==> src/rtl/fetch_pc_predictor_pkg.sv <==
// fetch_pc_predictor_pkg: opcodes, 2-bit counter encodings and immediate extraction for the fetch predictor
package fetch_pc_predictor_pkg;
  localparam logic [6:0] OPC_BRANCH = 7'b1100011;
  localparam logic [6:0] OPC_JAL    = 7'b1101111;
  localparam logic [6:0] OPC_JALR   = 7'b1100111;
  typedef enum logic [1:0] {SNT = 2'b00, WNT = 2'b01, WT = 2'b10, ST = 2'b11} ctr_e;
  function automatic logic [31:0] b_imm(input logic [31:0] instr);
    return {{19{instr[31]}}, instr[31], instr[7], instr[30:25], instr[11:8], 1'b0};
  endfunction
  function automatic logic [31:0] j_imm(input logic [31:0] instr);
    return {{11{instr[31]}}, instr[31], instr[19:12], instr[20], instr[30:21], 1'b0};
  endfunction
endpackage

==> src/rtl/fetch_pc_predictor_bht.sv <==
// bht_2bit: table of 2-bit saturating counters, combinational read, synchronous update
module bht_2bit
  import fetch_pc_predictor_pkg::*;
#(
  parameter int DEPTH = 64,
  parameter int IDX_W = 6
) (
  input  logic             clk,
  input  logic             reset,
  input  logic [IDX_W-1:0] rd_idx,
  output logic [1:0]       rd_ctr,
  input  logic             wr_en,
  input  logic [IDX_W-1:0] wr_idx,
  input  logic             wr_taken
);
  logic [1:0] mem [DEPTH];
  logic [1:0] cur;
  logic [1:0] upd;
  assign rd_ctr = mem[rd_idx];
  assign cur = mem[wr_idx];
  assign upd = wr_taken ? (cur == ST ? ST : cur + 2'd1) : (cur == SNT ? SNT : cur - 2'd1);
  always_ff @(posedge clk or negedge reset) begin
    if (!reset) begin
      for (int i = 0; i < DEPTH; i++) mem[i] <= WNT;
    end else if (wr_en) begin
      mem[wr_idx] <= upd;
    end
  end
endmodule

==> src/rtl/fetch_pc_predictor.sv <==
// fetch_pc_predictor: IF-stage PC register with predecode, BHT/JAL prediction and EX-driven redirect
module fetch_pc_predictor
  import fetch_pc_predictor_pkg::*;
#(
  parameter int              size      = 32,
  parameter int              BHT_DEPTH = 64,
  parameter logic [size-1:0] RESET_PC  = '0
) (
  input  logic            clk,
  input  logic            reset,
  input  logic            stall_i,
  input  logic [size-1:0] instr_i,
  input  logic            ex_resolve_i,
  input  logic            ex_isValid_i,
  input  logic [size-1:0] ex_correct_pc_i,
  input  logic [size-1:0] ex_branch_pc_i,
  input  logic            ex_taken_i,
  input  logic            ex_is_cond_i,
  output logic [size-1:0] pc_o,
  output logic [size-1:0] pc_plus_o,
  output logic            predicted_mpc_o,
  output logic            flush_o,
  output logic [15:0]     mispredict_cnt_o
);
  localparam int IDX_W = $clog2(BHT_DEPTH);
  logic [1:0]      ctr;
  logic [6:0]      opcode;
  logic            is_br;
  logic            is_jal;
  logic            taken;
  logic [size-1:0] imm;
  logic [size-1:0] target;
  logic [size-1:0] pc_next;
  logic            unused_bits;
  bht_2bit #(.DEPTH(BHT_DEPTH), .IDX_W(IDX_W)) u_bht (
    .clk      (clk),
    .reset    (reset),
    .rd_idx   (pc_o[IDX_W+1:2]),
    .rd_ctr   (ctr),
    .wr_en    (ex_resolve_i & ex_is_cond_i),
    .wr_idx   (ex_branch_pc_i[IDX_W+1:2]),
    .wr_taken (ex_taken_i)
  );
  assign unused_bits = ^{ex_branch_pc_i[size-1:IDX_W+2], ex_branch_pc_i[1:0], instr_i[size-1:7] == 0};
  always_comb begin
    opcode          = instr_i[6:0];
    is_br           = opcode == OPC_BRANCH;
    is_jal          = opcode == OPC_JAL;
    taken           = is_jal | (is_br & ctr[1]);
    imm             = is_jal ? size'($signed(j_imm(instr_i[31:0]))) : size'($signed(b_imm(instr_i[31:0])));
    target          = pc_o + imm;
    pc_plus_o       = pc_o + size'(4);
    flush_o         = ex_resolve_i & ~ex_isValid_i;
    predicted_mpc_o = taken & ~flush_o;
    // Redirect outranks stall so a mispredict is never lost behind a hazard
    pc_next         = flush_o ? ex_correct_pc_i :
                      stall_i ? pc_o :
                      taken   ? {target[size-1:2], 2'b00} : pc_plus_o;
  end
  always_ff @(posedge clk or negedge reset) begin
    if (!reset) begin
      pc_o             <= RESET_PC;
      mispredict_cnt_o <= '0;
    end else begin
      pc_o <= pc_next;
      if (flush_o && mispredict_cnt_o != 16'hFFFF) mispredict_cnt_o <= mispredict_cnt_o + 16'd1;
    end
  end
endmodule
==> config.mk <==
export PLATFORM = sky130hd
export DESIGN_NAME = fetch_pc_predictor
export DESIGN_NICKNAME = d
export VERILOG_FILES = /design/src/rtl/fetch_pc_predictor_pkg.sv /design/src/rtl/fetch_pc_predictor_bht.sv /design/src/rtl/fetch_pc_predictor.sv
export SDC_FILE = /design/constraint.sdc
export NUM_CORES = 1
export LEC_CHECK = 0
export CORE_ASPECT_RATIO = 1.5
export CORE_MARGIN = 2
export CORE_UTILIZATION = 45
export CTS_CLUSTER_DIAMETER = 40
export DETAILED_ROUTE_END_ITERATION = 10
export PLACE_DENSITY_LB_ADDON = 0.08
export SYNTH_ARGS = -nofsm -noshare
export SYNTH_HDL_FRONTEND = slang
export SYNTH_SLANG_ARGS = --single-unit
export TNS_END_PERCENT = 100
==> constraint.sdc <==
create_clock -name clk -period 2.9 [get_ports clk]
set_clock_uncertainty 0.15 [all_clocks]
set_input_delay 0.435 -clock clk [delete_from_list [all_inputs] [get_ports clk]]
set_output_delay 0.435 -clock clk [all_outputs]
set_load 0.02 [all_outputs]
==> results by group <==
Yosys
  – Flip-flop and latch count after synthesis: 176
  – Syn avg cell area: 10.4 sq um
  – Main synth FF type: dfrtp_1
  – Post-Syn Instances: 1111
  – Cell taking the most area after synthesis: dfrtp_1
  – YS warnings: 0
  – Top cells by area, synth: dfrtp_1 24%, dfstp_2 15%, mux2_2 14%, mux4_2 7.0%, xnor2_1 4.0%
  – Seq/Total Area, Yosys: 0.387
  – Synth cell types: 68
  – Post-synthesis async set-or-reset flop share: 1.00
  – Synthesized Nets: 1249
  – EDFF count, synth: 0
  – Share of the synthesized area in the top cell type: 0.242
  – Synth Cell Area: 11600 sq um

Critical path
  – Worst path cell trace: buf_12 > buf_12 > mux4_2 > mux4_2 > a211oi_2 > o22ai_2 > nand2_4 > nor2_2 > buf_6
  – Worst EP arrival: 2.78 ns
  – Startpoint types: flip-flop
  – Critical path capture point type: output port
  – Worst path slowest cell: mux4_2
  – Crit path kind: reg -> out
  – Critical Path RT: 2.32 ns
  – Slowest cell delay on critical path: 0.50 ns
  – CP Max Fanout: 5

Flow run
  – Max_cap viols: 0

Final layout
  – Design area: 18800 sq um
  – Area growth from synthesis to layout: 61.9%
  – # nets final: 1742
  – Layout cells sized above 1: 0.516

Drt
  – Drt first pass iters: 5
  – Remaining DRCs: 0
  – Via density: 5.90
  – Via count: 11500
  – Initial detailed-routing violation count: 786
  – Drt wl/cell: 23.4 um
  – Final WL: 45600 um
  – Antenna viol nets, final: 0

Power
  – Internal power: 6.00 mW
  – Sequential power share: 0.322
  – Leakage power: 8.31 nW
  – Part of the power in the clock network: 0.260
  – Net Sw Power: 3.07 mW
  – Combinational Power Share: 0.418
  – Power per standard cell area: 483 nW/um^2
  – Worst IR Drop VDD: 0.446 mV
  – Switching fraction of total power: 0.338

Place
  – Detail Placement HPWL: 30000 um
  – DP Area: 15800 sq um
  – I/O Buffers: 158
  – RD Place Congestion: 0.941

Clock tree
  – Root Buffer: clkbuf_16
  – Worst-Skew Late Latency: 0.46 ns
  – CTS tree: done
  – Clk pin slew, worst setup/hold paths: 0.07 ns
  – Max Buffers Root-to-Sink: 2
  – Sink Count: 176
  – H-tree levels: 4
  – CTS Buf Count: 17

Global routing
  – Initial antenna violation count: 1
  – Number of global-route vias before repair: 12100
  – Grt total ovfl: 0
  – Overall global routing resource usage: 0.328
  – Pin count of the biggest net entering global routing: 63
  – First-pass GRT wire length: 67600 um

Timing
  – Unrepaired setup endpoints after global routing: yes
  – Max-slew violation count: 0
  – Setup-failing EPs final: 174
  – Max_slew headroom: 0.554
  – Final hold vios: 0
  – Crit path time final: 3.36 ns
  – Max Freq: 297 MHz
  – Slew of the pin with the lowest slew margin: 0.669 ns
  – Final setup margin: -0.463 ns
  – Fin crit share: 1.16
  – Setup Total Neg Slack: -36.03 ns

Worst hold path
  – Worst min path class: reg -> reg

Die
  – Core Footprint: 25600 sq um
  – Die area: 27100 sq um
  – Site Rows: 72
  – Starting Density: 0.453
  – IO Count: 185
  – Die height: 201 um
  – Die W: 135 um

Status
  – Status: finished, violations left
  – Failing checks: setup timing
[cells by family (layout without fill, tap and decap cells)]
family	after synthesis	after routing	synth area share
compound gates	218	218	0.122
simple gates	325	325	0.136
mux	203	203	0.229
fa+ha+maj	37	37	0.0404
other cells	0	1	0
xor+xnor	70	70	0.0529
buf+inv	82	588	0.0330
flops	176	176	0.387
[placed cells by master, fill, tap and decap left out, types with 29 or more instances in the layout]
cell type        count
a21oi_1             38
buf_4              316
buf_6               49
clkdlybuf4s50_1    117
dfrtp_1            110
dfstp_2             64
mux2_2              40
mux2_4             102
mux4_2              36
nand2_1             71
nor2_1              85
o21ai_0             29
xnor2_1             30
[layout make-up]
class,instances,area (sq um)
multi-input combinational,853,8070
fill,1823,6810
timing repair buffer,542,5160
sequential,176,4490
clock buffer,20,447
tap,333,417
clock inverter,12,134
inverter,14,60.1
antenna,1,2.50
[power groups by stage]
| stage | sequential, mW | clock (mW) | combinational, mW |
|---|---|---|---|
| 2_1_floorplan | 3.07 | 0 | 1.44 |
| 5_1_grt | 2.95 | 2.50 | 4.01 |
| 3_5_place_dp | 2.94 | 0 | 3.09 |
| 4_1_cts | 2.91 | 2.38 | 3.47 |
| 6_report | 2.92 | 2.36 | 3.79 |
| 3_3_place_gp | 2.93 | 0 | 3.06 |
[final timing paths]
kind | start | end | slack (ns) | depth (start not counted)
max | pc_o[2]$_DFFE_PN0P_ | predicted_mpc_o | -0.46 | 9
min | mispredict_cnt_o[9]$_DFFE_PN0P_ | mispredict_cnt_o[9]$_DFFE_PN0P_ | 0.35 | 1
max reg2reg | pc_o[2]$_DFFE_PN0P_ | pc_o[9]$_DFFE_PN0P_ | -0.43 | 15
min reg2reg | mispredict_cnt_o[9]$_DFFE_PN0P_ | mispredict_cnt_o[9]$_DFFE_PN0P_ | 0.35 | 1
max in group asynchronous | reset | u_bht.mem[90]$_DFFE_PN1P_ | 1.37 | 3
min in group asynchronous | reset | mispredict_cnt_o[3]$_DFFE_PN0P_ | 0.36 | 2
[Yosys cell counts (all sizes together) (33+ instances only)]
| cell type | n |
|---|---|
| nand2 | 81 |
| a21oi | 60 |
| ha | 34 |
| mux4 | 36 |
| dfstp | 64 |
| buf | 35 |
| xnor2 | 53 |
| mux2 | 142 |
| o21ai | 45 |
| nand3 | 33 |
| nor2 | 100 |
| clkbuf | 33 |
| dfrtp | 112 |
[layer usage]
layer	part of all wire	up-vias	track usage
met4	0.074	0	0.207
met1	0.36	5731	0.362
met2	0.52	458	0.580
met3	0.050	214	0.0513
li1	-	5099	-
met5	0	-	0
[state kept, by name, indices dropped and copies added (netlist names)]
register and count:
pc_o 32, mispredict_cnt_o 16, u_bht.mem 128
[worst max-delay path, delay by kind of cell (launching register included)]
| kind | cells | cell delay (ns) |
|---|---|---|
| multiplexers | 2 | 0.98 |
| flip-flops | 1 | 0.45 |
| buffers and inverters | 3 | 0.39 |
| AO/OA/AOI/OAI | 2 | 0.36 |
| AND/OR/NAND/NOR | 2 | 0.13 |
[per-stage QoR]
| stage | worst slack (ns) | hold slack (ns) | instances | util | power [mW] |
|---|---|---|---|---|---|
| after floorplan | -0.346 | -0.0106 | 1111 | - | 4.52 |
| after detailed placement | -1.16 | 0.308 | 1832 | 0.619 | 6.03 |
| after global routing | -0.527 | 0.375 | 1951 | 0.734 | 9.46 |
| final | -0.463 | 0.346 | 1951 | 0.734 | 9.07 |
| after CTS | -0.443 | 0.350 | 1922 | 0.697 | 8.75 |
| after global placement | -1.11 | 0.311 | 1832 | 0.619 | 5.99 |
[what timing repair did]
item / in CTS / in global routing
gates cloned: 14 / 5
buffers inserted: 45 / 35
gates resized for setup: 295 / 210
hold buffers: 1 / 0
setup endpoints to repair: 187 / 186
pin swaps: 54 / 75
hold endpoints to repair: 43 / 0
Power figures use the tool's default switching activity.
